**config.mk**
```make
export PLATFORM = sky130hd
export DESIGN_NAME = sync_fifo
export DESIGN_NICKNAME = d
export VERILOG_FILES = /design/src/rtl/fifo_pkg.sv /design/src/rtl/sync_fifo_mem.sv /design/src/rtl/sync_fifo.sv
export SDC_FILE = /design/constraint.sdc
export NUM_CORES = 1
export LEC_CHECK = 0
export CAP_MARGIN = 20
export CORE_MARGIN = 5
export CORE_UTILIZATION = 41
export DETAILED_ROUTE_END_ITERATION = 6
export PLACE_DENSITY = 0.71
export SLEW_MARGIN = 0
export SYNTH_ARGS = -nofsm -noshare
export SYNTH_HDL_FRONTEND = slang
export SYNTH_SLANG_ARGS = --single-unit
```
**constraint.sdc**
```tcl
create_clock -name i_clk -period 2.9 [get_ports i_clk]
set_clock_uncertainty 0.05 [all_clocks]
set_input_delay 0.58 -clock i_clk [delete_from_list [all_inputs] [get_ports i_clk]]
set_output_delay 0.58 -clock i_clk [all_outputs]
set_load 0.005 [all_outputs]
```
**src/rtl/fifo_pkg.sv**
```systemverilog
// fifo_pkg: read-mode encodings and a constant log2 helper shared by the FIFO files
package fifo_pkg;
  localparam int FIFO_MODE_REG  = 0;
  localparam int FIFO_MODE_FWFT = 1;
  function automatic int clog2(input int v);
    int r;
    r = 0;
    while ((1 << r) < v) r++;
    return r;
  endfunction
endpackage

```
**src/rtl/sync_fifo_mem.sv**
```systemverilog
// sync_fifo_mem: unreset register array with one clocked write port and one asynchronous read port
module sync_fifo_mem #(
  parameter int DATA_WIDTH = 8,
  parameter int DEPTH      = 8,
  parameter int A_SIZE     = 3
) (
  input  logic                  i_clk,
  input  logic                  i_wen,
  input  logic [A_SIZE-1:0]     i_waddr,
  input  logic [DATA_WIDTH-1:0] i_wdata,
  input  logic [A_SIZE-1:0]     i_raddr,
  output logic [DATA_WIDTH-1:0] o_rdata
);
  logic [DATA_WIDTH-1:0] r_mem [DEPTH];
  // store the write word; contents survive reset and flush
  always_ff @(posedge i_clk) begin
    if (i_wen) r_mem[i_waddr] <= i_wdata;
  end
  assign o_rdata = r_mem[i_raddr];
endmodule

```
**src/rtl/sync_fifo.sv**
```systemverilog
// sync_fifo: single-clock FIFO, any depth, registered or fall-through read, thresholds, sticky errors, flush
module sync_fifo
  import fifo_pkg::*;
#(
  parameter  int DATA_WIDTH = 8,
  parameter  int DEPTH      = 8,
  parameter  int FWFT       = FIFO_MODE_REG,
  parameter  int AF_LEVEL   = DEPTH - 2,
  parameter  int AE_LEVEL   = 1,
  localparam int A_SIZE     = clog2(DEPTH),
  localparam int L_SIZE     = clog2(DEPTH + 1)
) (
  input  logic                  i_clk,
  input  logic                  i_rst_n,
  input  logic                  i_clr,
  input  logic                  i_w_inc,
  input  logic [DATA_WIDTH-1:0] i_wr_data,
  input  logic                  i_r_inc,
  output logic [DATA_WIDTH-1:0] o_rd_data,
  output logic                  o_full,
  output logic                  o_empty,
  output logic                  o_almost_full,
  output logic                  o_almost_empty,
  output logic [L_SIZE-1:0]     o_level,
  output logic                  o_overflow,
  output logic                  o_underflow
);
  if (DEPTH < 2 || AF_LEVEL < 1 || AF_LEVEL > DEPTH || AE_LEVEL < 0 || AE_LEVEL > DEPTH - 1 ||
      (FWFT != FIFO_MODE_REG && FWFT != FIFO_MODE_FWFT)) begin : g_bad_param
    $error("sync_fifo: illegal DEPTH, FWFT or threshold parameter");
  end
  logic [A_SIZE-1:0]     r_wr_ptr, r_rd_ptr, w_wr_ptr_nxt, w_rd_ptr_nxt;
  logic [L_SIZE-1:0]     r_count;
  logic [DATA_WIDTH-1:0] r_rd_data, w_mem_rdata;
  logic                  r_overflow, r_underflow, w_wr_ok, w_rd_ok;
  // accepts are judged on the registered flags; flush blocks both sides
  assign w_wr_ok = i_w_inc & ~o_full & ~i_clr;
  assign w_rd_ok = i_r_inc & ~o_empty & ~i_clr;
  // pointers wrap by explicit compare so non-power-of-two depths work
  always_comb begin
    w_wr_ptr_nxt = (r_wr_ptr == A_SIZE'(DEPTH - 1)) ? '0 : r_wr_ptr + 1'b1;
    w_rd_ptr_nxt = (r_rd_ptr == A_SIZE'(DEPTH - 1)) ? '0 : r_rd_ptr + 1'b1;
  end
  // pointers, occupancy count and sticky error flags
  always_ff @(posedge i_clk or negedge i_rst_n) begin
    if (!i_rst_n) begin
      r_wr_ptr    <= '0;
      r_rd_ptr    <= '0;
      r_count     <= '0;
      r_overflow  <= 1'b0;
      r_underflow <= 1'b0;
    end else if (i_clr) begin
      r_wr_ptr    <= '0;
      r_rd_ptr    <= '0;
      r_count     <= '0;
      r_overflow  <= 1'b0;
      r_underflow <= 1'b0;
    end else begin
      if (w_wr_ok) r_wr_ptr <= w_wr_ptr_nxt;
      if (w_rd_ok) r_rd_ptr <= w_rd_ptr_nxt;
      if (w_wr_ok && !w_rd_ok) r_count <= r_count + 1'b1;
      else if (w_rd_ok && !w_wr_ok) r_count <= r_count - 1'b1;
      if (i_w_inc && o_full) r_overflow <= 1'b1;
      if (i_r_inc && o_empty) r_underflow <= 1'b1;
    end
  end
  // registered-read output stage; flush leaves it untouched
  always_ff @(posedge i_clk or negedge i_rst_n) begin
    if (!i_rst_n) r_rd_data <= '0;
    else if (w_rd_ok) r_rd_data <= w_mem_rdata;
  end
  sync_fifo_mem #(
    .DATA_WIDTH(DATA_WIDTH),
    .DEPTH     (DEPTH),
    .A_SIZE    (A_SIZE)
  ) u_mem (
    .i_clk  (i_clk),
    .i_wen  (w_wr_ok),
    .i_waddr(r_wr_ptr),
    .i_wdata(i_wr_data),
    .i_raddr(r_rd_ptr),
    .o_rdata(w_mem_rdata)
  );
  assign o_rd_data      = (FWFT == FIFO_MODE_FWFT) ? w_mem_rdata : r_rd_data;
  assign o_level        = r_count;
  assign o_full         = r_count == L_SIZE'(DEPTH);
  assign o_empty        = r_count == '0;
  assign o_almost_full  = r_count >= L_SIZE'(AF_LEVEL);
  assign o_almost_empty = r_count <= L_SIZE'(AE_LEVEL);
  assign o_overflow     = r_overflow;
  assign o_underflow    = r_underflow;
endmodule

```
### After elaboration in Yosys (flattened, before gate mapping)

Memories as Yosys holds them, arrays and structs flattened. A register that Yosys moved wholly into a read port is not among the register bits.
Index checks and enable logic that the tools add are counted.

| word-level totals | value |
|---|---|
| register bits after elaboration | 12 |
| bits in writable memories | 64 |
| output and inout port bits | 18 |
| word-level logic and storage cells | 50 |
| memories kept | 1 |

| operators by class | value |
|---|---|
| add/subtract/negate cells | 4 |
| magnitude comparators | 2 |
| eq/ne operators | 3 |
| mux-type cells | 15 |
| bitwise operators | 7 |
| reduce and logical (&&, ||, !) cells | 13 |

Memory list:

| name | words | bits a word | read ports | clocked after memory_dff | write ports | RTL line | text |
|---|---|---|---|---|---|---|---|
| u_mem.r_mem | 8 | 8 | 1 | 1 | 1 | sync_fifo_mem.sv:14 | `logic [DATA_WIDTH-1:0] r_mem [DEPTH];` |

Operators with widths:

| cell | number |
|---|---|
| 2-to-1 mux 3 bit | 6 |
| 2-to-1 mux 4 bit | 3 |
| nonzero test 2 bit | 4 |
| adder 3 x 1 -> 3 bit (second input constant) | 2 |
| == test 3 bit (second input constant) | 2 |
| 2-to-1 mux 1 bit | 6 |
| adder 4 x 1 -> 4 bit (second input constant) | 1 |
| bitwise AND 1 bit | 4 |
| == test 4 bit (second input constant) | 1 |
| >= comparator 4 x 3 -> 1 bit (second input constant) | 1 |
| less-or-equal comparator 4 x 1 -> 1 bit (second input constant) | 1 |
| logical AND 1 bit | 4 |
| zero test 4 bit | 1 |
| subtractor 4 x 1 -> 4 bit (second input constant) | 1 |
| zero test 1 bit | 3 |
| inverter 1 bit | 3 |
| nonzero test 3 bit | 1 |

### Logic depth before layout (Yosys ltp)

Gate-level depths: netlist (run 1).

| logic depth | value |
|---|---|
| depth in word-level cells | 9 |
| mapped depth | 6 |
| depth with buffers taken out | 6 |

### Hierarchy

A second synthesis (run 1) with hierarchy kept.

| second synthesis, totals | value |
|---|---|
| cell total of the unflattened synthesis | 209 |
| area total of the unflattened synthesis | 3669.8 sq um |

By module, submodules not included:

| module | instances | cells an instance | area an instance (sq um) |
|---|---|---|---|
| sync_fifo_mem | 1 | 106 | 2531.2 |
| sync_fifo | 1 | 103 | 1138.6 |

### Worst setup path before layout (run 1)

OpenSTA, ideal clock, no wires.

| timing | value |
|---|---|
| kind | register -> register |
| from | register r_count[0] (netlist: o_level[0]) |
| to | memory u_mem.r_mem[2][0] (enable) |
| setup time | 0.370 ns |
| arrival time | 1.922 ns |
| data required time | 2.480 ns |
| setup slack | 0.557 ns |
| cell stages (with the launch flop) | 7 |
| buffers on the path | 0 |
| clock period less this slack | 2.343 ns |
| cells stage by stage | dfrtp_1 -> inv_1 -> ha_1 -> nand3b_2 -> inv_1 -> or4b_4 -> nor2_1 |

| on the way | value |
|---|---|
| cells in the longest elaborated chain, start to end | 6 |

Ends and longest elaborated chain:

| item | RTL line | text |
|---|---|---|
| start: declaration | sync_fifo.sv:33 | `logic [L_SIZE-1:0] r_count;` |
| start signal: assignment | sync_fifo.sv:61 | `if (w_wr_ok && !w_rd_ok) r_count <= r_count + 1'b1;` |
| start signal: assignment | sync_fifo.sv:62 | `else if (w_rd_ok && !w_wr_ok) r_count <= r_count - 1'b1;` |
| == test 4 bit | sync_fifo.sv:86 | `assign o_full = r_count == L_SIZE'(DEPTH);` |
| named net o_full | sync_fifo.sv:20 | `output logic o_full,` |
| inverter 1 bit | sync_fifo.sv:37 | `assign w_wr_ok = i_w_inc & ~o_full & ~i_clr;` |
| bitwise AND 1 bit (2 in a row) | sync_fifo.sv:37 |  |
| 2-to-1 mux 1 bit | sync_fifo_mem.sv:17 | `if (i_wen) r_mem[i_waddr] <= i_wdata;` |
| 2-to-1 mux 1 bit (not written as such) | sync_fifo_mem.sv:17 |  |
| end: declaration | sync_fifo_mem.sv:14 |  |

The timed path passes the listed nets, and every way through them passes these cells.

### Final worst setup path (run 1)

| timing | value |
|---|---|
| from | register r_count[0] (netlist: o_level[0]) |
| to | output port o_empty |

| on the way | value |
|---|---|
| cells in the longest elaborated chain, start to end | 1 |

Ends and longest elaborated chain:

| item | RTL line | text |
|---|---|---|
| zero test 4 bit | sync_fifo.sv:87 | `assign o_empty = r_count == '0;` |
| end: declaration | sync_fifo.sv:21 | `output logic o_empty,` |

No other way between the ends.

==> run_results.csv, run 1 <==
group,metric,value,unit
sta,totalNegativeSetupSlack,0,ns
final_layout,areaGrowthSynthToFinish,18.21,%
final_layout,antenna_cells,0,
placed_design,placement.io_buffers,30,
synthesis,post_synth_fa_ha_maj_area_fraction,0.03093,
synthesis,post_synthesis_simple_gate_area_fraction,0.08282,
critical_path,reg2reg_depth,7,
die,core-area,8678,um^2
critical_path,setup.worst_path.start_class,"flop",
drt,drt_pass1_iterations,4,
critical_path,worst-endpoint-required,2.27,ns
final_layout,postLayoutCellArea,4304,um^2
clocking,cts_made_buffers,9,
power,design_power_total,2957,uW
die,die_width,104.2,um
synthesis,synth_flop_cell,"sky130_fd_sc_hd__edfxtp_1",
sta,finalMaxSlewViolations,0,
die,initial_core_util,0.4196,
clocking,clkTransAtPathRegs,0.08,ns
sta,period_share,0.9737,
sta,setup-violations-final,0,
clocking,insertion_delay,0.35,ns
synthesis,post_synth.cell_area_avg,15.05,um^2
final_layout,n_fill_cell,751,
hold_path,hp-start,"o_rd_data[5]",
placed_design,globalplace.congestion,0.8043,
clocking,cts.root.buffer_cell,"sky130_fd_sc_hd__clkbuf_8",
clocking,cts.path.max_buffers,2,
die,dieArea,10860,um^2
synthesis,synth.mux.area_fraction,0.1213,
critical_path,r2r_end,"u_mem.r_mem[0][6]",
die,floorplan.rows,34,
synthesis,syn-instance-count,242,
hold_path,timing.hold.worst_path_depth,1,
synthesis,main_combinational_cell_family_by_area_after_synthesis,"multiplexers",
synthesis,synth.distinct_cells,41,
drt,topRoutingLayerUsed,"met4",
drt,drt_iter0_drc,90,
clocking,post_cts_hold_buffer_count,0,
drt,final_routed_wire_length_divided_by_cell_count,15.88,um
placed_design,placed_area,4086,um^2
drt,drc,0,
final_layout,multiInputGateArea,1117,um^2
synthesis,syn-num-nets,264,
grt,first_global_vias,2002,
drt,wirelength_met1,3011,um
critical_path,cp_data_arrival_time,2.19,ns
clocking,htree_levels,3,
grt,grt_remaining_overflow,0,
sta,finalHoldViolCount,0,
grt,track_usage,0.1205,
critical_path,crit_path_end_kind,"output port",
grt,grt_first_pass_wirelength,10240,um
critical_path,timing.reg2reg.setup_slack,0.66,ns
die,io_pins,31,
synthesis,synth.yosys.seq_area_share,0.6653,
synthesis,yosys_warnings,0,
final_layout,drive_gt1_frac,0.1626,
placed_design,dp.final_hpwl,4325,um
hold_path,hold_path_end,"o_rd_data[5]",
clocking,tritoncts,"yes",
drt,detail_route.wirelength,6306,um
final_layout,final-seq-area,2424,um^2
sta,achievable_freq,354.2,MHz
sta,hold_ws,0.4586,ns
critical_path,crit_fanout,7,
synthesis,post_synth_edffs,64,
sta,timing_worst_slew_pin_value,0.6462,ns
outcome,run_status,"finished, final reports clean",
drt,antenna_violating_nets_post_route,0,
critical_path,reg2reg_from,"o_level[0]",
sta,timing.max_slew.rel_slack,0.5683,
power,total_leakage_power,0.001541,uW
flow_run,maxCapViolations,0,
drt,drt-vias-per-instance,5.209,
power,vdd.ir_drop.worst,211.3,uV
synthesis,area_fraction_in_compound_gates_after_synthesis,0.06838,
die,die_h,104.2,um
grt,antenna_found_initial,0,
clocking,clock_sinks,84,
synthesis,cell_area_after_synthesis,3641,um^2
sta,fin_crit,2.824,ns
grt,grt_max_degree,23,
synthesis,synthesized_area_fraction_occupied_by_xor_and_xnor_cells,0,
final_layout,finalNetCount,306,
synthesis,register_bit_total_from_synthesis,84,
drt,route.vias.total,2068,
hold_path,worst_min_delay_path_category,"flop to flop",
critical_path,timing.setup.critical_path_class,"flop to output port",
drt,met2_wirelength,2961,um
drt,wl_met3,244,um
power,p_per_area,686.9,nW/um^2
synthesis,async_reset_ff_frac,0.2381,
==> placed cells by master, fill, tap and decap left out, types with 2 or more instances in the layout <==
master | netlist | layout
sky130_fd_sc_hd__a21oi_1 | 10 | 10
sky130_fd_sc_hd__a31oi_1 | 2 | 2
sky130_fd_sc_hd__nand3_1 | 2 | 2
sky130_fd_sc_hd__clkbuf_8 | 0 | 10
sky130_fd_sc_hd__ha_1 | 9 | 8
sky130_fd_sc_hd__mux2i_1 | 34 | 34
sky130_fd_sc_hd__nand4b_1 | 2 | 2
sky130_fd_sc_hd__nor2_1 | 14 | 14
sky130_fd_sc_hd__clkinvlp_4 | 0 | 2
sky130_fd_sc_hd__nand2b_1 | 4 | 4
sky130_fd_sc_hd__clkinv_4 | 0 | 2
sky130_fd_sc_hd__o21ai_0 | 2 | 2
sky130_fd_sc_hd__nand2_1 | 11 | 11
sky130_fd_sc_hd__or3_1 | 2 | 2
sky130_fd_sc_hd__edfxtp_1 | 64 | 64
sky130_fd_sc_hd__nor4_1 | 2 | 2
sky130_fd_sc_hd__mux2_2 | 9 | 9
sky130_fd_sc_hd__nor3_1 | 2 | 2
sky130_fd_sc_hd__inv_1 | 7 | 6
sky130_fd_sc_hd__buf_4 | 3 | 13
sky130_fd_sc_hd__dfrtp_1 | 20 | 19
sky130_fd_sc_hd__a22o_1 | 8 | 8
sky130_fd_sc_hd__clkdlybuf4s50_1 | 0 | 30
sky130_fd_sc_hd__a221oi_1 | 8 | 8
sky130_fd_sc_hd__nor2b_1 | 2 | 2
==> through the flow <==
stage          setup WS (ns)    util  std cells
6_report             0.07635  0.4960        397
4_1_cts              0.01463  0.4947        397
5_1_grt             -0.01516  0.4960        397
3_5_place_dp          0.3694  0.4709        381
2_1_floorplan         0.5573       -        242
3_3_place_gp          0.4241  0.4709        381
==> sequential cells by signal, indices dropped and copies added, names as in the netlist <==
signal and count:
o_underflow 1, o_overflow 1, o_level 4, r_rd_ptr 3, u_mem.r_mem 64, o_rd_data 8, r_wr_ptr 3
==> critical path, stage by stage (launching register included) <==
cell and delay, ns:
sky130_fd_sc_hd__dfrtp_2 0.46, sky130_fd_sc_hd__inv_1 0.19, sky130_fd_sc_hd__ha_4 0.20, sky130_fd_sc_hd__or3b_4 0.42, sky130_fd_sc_hd__inv_1 0.09, sky130_fd_sc_hd__clkdlybuf4s50_1 0.50
==> final cells by class <==
class | count | share of cell area
flip-flops and latches | 84 | 0.5631
multi-input cells | 139 | 0.2596
clock inverters | 5 | 0.01453
well taps | 108 | 0.03140
repair buffers | 43 | 0.09244
inverters | 7 | 0.006105
clock buffers | 11 | 0.03285
==> layer usage <==
layer | vias up | global-route usage
met1 | 1013 | 0.1580
li1 | 1006 | -
met5 | - | 0
met2 | 43 | 0.1867
met3 | 6 | 0.02669
met4 | 0 | 0.06383
==> cells in the mapped netlist, types with 3 or more instances <==
library cell	number	area [um^2]
sky130_fd_sc_hd__a221oi_1	8	70.07
sky130_fd_sc_hd__buf_6	4	45.04
sky130_fd_sc_hd__a22o_1	8	70.07
sky130_fd_sc_hd__ha_1	9	112.6
sky130_fd_sc_hd__nand2_1	11	41.29
sky130_fd_sc_hd__nor2_1	14	52.55
sky130_fd_sc_hd__buf_4	3	22.52
sky130_fd_sc_hd__inv_1	7	26.28
sky130_fd_sc_hd__buf_1	3	11.26
sky130_fd_sc_hd__mux2_2	9	101.4
sky130_fd_sc_hd__mux2i_1	34	340.3
sky130_fd_sc_hd__a21oi_1	10	50.05
sky130_fd_sc_hd__nand2b_1	4	25.02
sky130_fd_sc_hd__edfxtp_1	64	1922
sky130_fd_sc_hd__dfrtp_1	20	500.5
==> worst max path at each step <==
stage,endpoint,cells past startpoint,start
floorplan,u_mem.r_mem[2][0],6,o_level[0]
global placement,o_empty,5,o_level[0]
detailed placement,o_empty,5,o_level[0]
CTS,o_empty,5,o_level[0]
global route,o_empty,5,o_level[0]
finish,o_empty,5,o_level[0]
==> report_power, final <==
part	internal [uW]	switching (uW)	total, uW
Sequential	1390	63.5	1450
Clock	424	405	830
Combinational	389	286	675
Total	2200	755	2960
==> cells by family after synthesis <==
| kind of cell | after synthesis |
|---|---|
| AO/OA/AOI/OAI | 34 |
| adder cells (fa/ha/maj) | 9 |
| buffers and inverters | 19 |
| flip-flops | 84 |
| multiplexers | 43 |
| AND/OR/NAND/NOR | 53 |
==> repair_timing <==
item | 4_1_cts | 5_1_grt
gates resized for setup | 1 | 3
endpoints found under the setup margin | 1 | 1
buffers inserted | 0 | 0
(Power assumes the default switching activity.)
==> inputs of run 2 (changes only) <==
Settings changed: CTS_CLUSTER_SIZE set to 30.
Clock period 2.9 ns to 3.6 ns, I/O delays scaled along.
==> run_results.csv, run 2 (synthesis gave the netlist of run 1 again) <==
group,metric,value,unit
outcome,run_status,"finished, final reports clean",
sta,unrepaired_setup_endpoints_after_global_routing,"false",
sta,finalHoldViolCount,0,
placed_design,globalplace.congestion,0.7879,
placed_design,placement.io_buffers,30,
clocking,clock_sinks,84,
placed_design,dp.final_hpwl,4878,um
clocking,cts_made_buffers,9,
power,total_leakage_power,0.001522,uW
grt,first_global_vias,2163,
grt,grt_max_degree,21,
grt,grt_first_pass_wirelength,11190,um
sta,hold_ws,0.4604,ns
die,floorplan.rows,34,
sta,achievable_freq,324.5,MHz
final_layout,drive_gt1_frac,0.1281,
sta,timing.max_slew.rel_slack,0.4889,
hold_path,hold_path_end,"o_rd_data[6]",
hold_path,timing.hold.worst_path_depth,1,
sta,totalNegativeSetupSlack,0,ns
critical_path,crit_path_end_kind,"output port",
drt,final_routed_wire_length_divided_by_cell_count,17.94,um
clocking,htree_levels,3,
final_layout,largest_reg_flops,64,
hold_path,hp-start,"o_rd_data[6]",
drt,antenna_violating_nets_post_route,0,
critical_path,cp_data_arrival_time,2.31,ns
grt,grt_remaining_overflow,0,
grt,antenna_found_initial,0,
drt,drc,0,
critical_path,reg2reg_from,"o_level[0]",
final_layout,multiInputGateArea,1105,um^2
clocking,clkTransAtPathRegs,0.08,ns
critical_path,worst_setup_path_startpoint,"o_level[0]",
flow_run,maxCapViolations,0,
final_layout,final_cells,389,
final_layout,n_fill_cell,752,
drt,drt_iter0_drc,86,
drt,drt-vias-per-instance,5.321,
clocking,insertion_delay,0.35,ns
final_layout,leading_cell_type_in_the_layout_fill_and_taps_excluded,"sky130_fd_sc_hd__edfxtp_1",
sta,period_share,0.8560,
final_layout,layout_common_cells,"sky130_fd_sc_hd__edfxtp_1 (64), sky130_fd_sc_hd__mux2i_1 (34), sky130_fd_sc_hd__clkdlybuf4s50_1 (30), sky130_fd_sc_hd__dfrtp_1 (20), sky130_fd_sc_hd__nor2_1 (14)",
critical_path,timing.reg2reg.setup_slack,0.89,ns
drt,route.vias.total,2070,
clocking,cts.path.max_buffers,2,
final_layout,largest_register,"u_mem.r_mem",
placed_design,placed_area,4019,um^2
die,dieArea,10860,um^2
critical_path,timing.setup.critical_path_class,"flop to output port",
die,die_width,104.2,um
sta,finalMaxSlewViolations,0,
clocking,cts.root.buffer_cell,"sky130_fd_sc_hd__clkbuf_8",
die,die_h,104.2,um
critical_path,crit_fanout,7,
final_layout,final-seq-area,2422,um^2
die,io_pins,31,
final_layout,areaGrowthSynthToFinish,17.32,%
die,initial_core_util,0.4196,
grt,track_usage,0.1340,
drt,detail_route.wirelength,6980,um
sta,fin_crit,3.082,ns
critical_path,slowest_stage,"sky130_fd_sc_hd__clkdlybuf4s50_1",
critical_path,worst_path_largest_cell_delay,0.50,ns
final_layout,layout.core_utilization,0.4922,
sta,setup-violations-final,0,
power,vdd.ir_drop.worst,186.6,uV
critical_path,worst-endpoint-required,2.83,ns
critical_path,path_cells,"inv_1, ha_1, or3b_4, inv_1, clkdlybuf4s50_1",
placed_design,placed_cells_incl_taps,372,
final_layout,antenna_cells,0,
sta,timing_worst_slew_pin_value,0.7666,ns
power,p_per_area,574.1,nW/um^2
critical_path,reg2reg_depth,6,
final_layout,finalNetCount,298,
clocking,postCtsSetupBuffers,0,
hold_path,worst_min_delay_path_category,"flop to flop",
clocking,post_cts_hold_buffer_count,0,
final_layout,postLayoutCellArea,4272,um^2
critical_path,setup.worst_path.start_class,"flop",
die,core-area,8678,um^2
clocking,tritoncts,"yes",
clocking,cts_repair_resize_count,0,
critical_path,r2r_end,"u_mem.r_mem[6][6]",
drt,drt_pass1_iterations,4,
critical_path,path_common_cell,"sky130_fd_sc_hd__inv_1",
## run 2: cell count changes in the layout (fill, tap and decap cells not counted), sizes merged
cell / before / now
bufinv: 1 / 2
clkinvlp: 2 / 1
buf: 13 / 5
clkinv: 2 / 1
inv: 7 / 8
## run 2: area by class of cell
| type | count | area share |
|---|---|---|
| inverters | 7 | 0.006151 |
| multi-input cells | 139 | 0.2586 |
| clock inverters | 5 | 0.01963 |
| well taps | 108 | 0.03163 |
| clock buffers | 11 | 0.03310 |
| flip-flops and latches | 84 | 0.5671 |
| repair buffers | 35 | 0.08377 |
## run 2: report_power, final
part | total [uW] | internal, uW | leakage, uW | switching (uW)
logic | 527 | 309 | 0.000576 | 219
clock network | 741 | 413 | 0.000111 | 327
registers | 1180 | 1120 | 0.000835 | 67.0
## run 2: worst max path at each step
stage,to,slack (ns),depth (start not counted)
CTS,o_empty,0.51,5
detailed placement,u_mem.r_mem[4][4],0.66,3
floorplan,u_mem.r_mem[2][0],1.26,6
global placement,u_mem.r_mem[4][3],0.70,3
finish,o_empty,0.52,5
global route,o_empty,0.43,5
## run 2: worst max-delay path, delay by kind of cell, from the launching register on
kind,cells,cell delay (ns)
buf+inv,3,0.76
flops,1,0.46
simple gates,1,0.45
fa+ha+maj,1,0.30
## run 2: metrics by stage
step           setup WS (ns)  power, uW
6_report              0.5184       2453
5_1_grt               0.4308       2572
4_1_cts               0.5121       2479
3_5_place_dp          0.6556       1742
3_3_place_gp          0.7023       1722
2_1_floorplan          1.257       1510
## run 2: layer usage
metal / part of all wire / vias to the layer above / GRT usage
met1: 0.45 / 1039 / 0.1729
met2: 0.50 / 32 / 0.2149
met5: 0 / - / 0
met4: 0.024 / 0 / 0.07123
met3: 0.031 / 11 / 0.02359
li1: - / 988 / -
==> RTL edit, RTL diff (settings of run 1) <==
`DATA_WIDTH` is set to 8 in 2 places; all go to 10.
--- a/src/rtl/sync_fifo_mem.sv
+++ b/src/rtl/sync_fifo_mem.sv
@@ -1,6 +1,6 @@
 // sync_fifo_mem: unreset register array with one clocked write port and one asynchronous read port
 module sync_fifo_mem #(
-  parameter int DATA_WIDTH = 8,
+  parameter int DATA_WIDTH = 10,
   parameter int DEPTH      = 8,
   parameter int A_SIZE     = 3
 ) (
--- a/src/rtl/sync_fifo.sv
+++ b/src/rtl/sync_fifo.sv
@@ -2,7 +2,7 @@
 module sync_fifo
   import fifo_pkg::*;
 #(
-  parameter  int DATA_WIDTH = 8,
+  parameter  int DATA_WIDTH = 10,
   parameter  int DEPTH      = 8,
   parameter  int FWFT       = FIFO_MODE_REG,
   parameter  int AF_LEVEL   = DEPTH - 2,
Interface: changed (resized i_wr_data and o_rd_data); port bits go from 31 to 35. No check against the original RTL was run, so the function may have changed too.
==> RTL edit against run 1 <==
- worst setup slack better by 50 ps
- synthesized area up 18%
- total power up 20%
- sequential cell count up 18
- non-clock buffer count up 9
- worst hold slack worse by 5.0 ps
- final area up 19%
- first-iteration DRC count down 32%
- global-route usage up 1.5 points
- routed wire length up 28%
- critical endpoint unchanged
==> RTL edit: results (changes against run 1) <==
placer congestion estimate: 0.7741 (was 0.8043)
DP Area: 0.004878 mm^2 (was 0.004086 mm^2)
Clock Power Share: 26.2% (was 28.1%)
syn nets: 298 (was 264)
P_seq: 1.82 mW (was 1.45 mW)
Detailed Place HPWL: 5.253 mm (was 4.325 mm)
met3 WL: 234 um (was 244 um)
GR Util All Layers: 13.58% (was 12.05%)
Iter 0 DRT Violations: 61 (was 90)
number of synthesized flops with an enable pin: 80 (was 64)
hold depth: 2 (was 1)
Cell variety after synth: 43 (was 41)
vias in the first global route: 2513 (was 2002)
sequential share of the synthesized area: 68.49% (was 66.53%)
vias per cell: 5.189 (was 5.209)
PortBufs: 34 (was 30)
met2 WL: 4.142 mm (was 2.961 mm)
first-pass GRT wire length: 13.14 mm (was 10.24 mm)
Sw Share: 26.90% (was 25.55%)
Largest register FFs: 80 (was 64)
Synth Area in Compound Gates: 6.471% (was 6.838%)
pin count of the biggest net entering global routing: 25 (was 23)
synth top area cells: edfxtp_1 (56%), dfrtp_1 (13%), mux2i_1 (9.8%), mux2_2 (2.9%), ha_1 (2.6%) (was edfxtp_1 (53%), dfrtp_1 (14%), mux2i_1 (9.3%), ha_1 (3.1%), mux2_2 (2.8%))
adder-cell share of the synthesized area: 2.612% (was 3.093%)
Critical Path AT: 2140 ps (was 2190 ps)
met2 Use GR: 22.83% (was 18.67%)
reg2reg start: o_level[1]$_DFFE_PN0P_ (was o_level[0]$_DFFE_PN0P_)
hold path startpoint: o_overflow$_DFFE_PN0P_ (was o_rd_data[5]$_DFFE_PN0P_)
asr flop ratio synth: 21.57% (was 23.81%)
fill count: 881 (was 751)
clk_lat worst skew: 370 ps (was 350 ps)
Final #Nets: 348 (was 306)
Max-slew headroom: 44.27% (was 56.83%)
share of cells above drive strength 1: 17.33% (was 16.26%)
Max VDD drop: 0.3282 mV (was 0.2113 mV)
met1 Usage GRT: 16.43% (was 15.80%)
xor-xnor portion of the synthesized cell area: 0.2031% (was 0%)
post-synthesis mux area share: 12.62% (was 12.13%)
Resized cells post-CTS: 2 (was 1)
outcome: finished, final reports clean (unchanged)
R2R cell count: 7 (unchanged)
Top FF cell, synth: edfxtp_1 (unchanged)
Clock Pin Slew Worst Setup and Hold Paths: 100 ps (was 80 ps)
routed length on met1: 3.477 mm (was 3.011 mm)
[RTL edit: area by class of cell]
class,instances,area (um^2),area share (%)
sequential,102,2955,57.86
multi-input combinational,152,1252,24.52
clock inverter,7,91.34,1.788
clock buffer,9,123.9,2.425
timing repair buffer,52,488.0,9.554
tap,136,170.2,3.332
inverter,7,26.28,0.5145
[RTL edit: stage by stage]
stage | total power [mW] | worst slack [ps] | hold WS [ps] | std cells
detailed placement | 2.652 | 386.6 | 437.4 | 449
CTS | 3.588 | 15.02 | 464.8 | 465
finish | 3.550 | 126.8 | 453.5 | 465
floorplan | 2.298 | 468.4 | 234.4 | 274
global placement | 2.631 | 416.6 | 430.9 | 449
global route | 3.739 | 23.08 | 496.0 | 465
[RTL edit: cells by family (layout without fill, tap and decap cells)]
kind of cell	count (synthesis)	in the layout
AND/OR/NAND/NOR	52	52
XOR/XNOR	1	1
buffers and inverters	20	75
multiplexers	53	53
flip-flops	102	102
adder cells (fa/ha/maj)	9	9
AO/OA/AOI/OAI	37	37
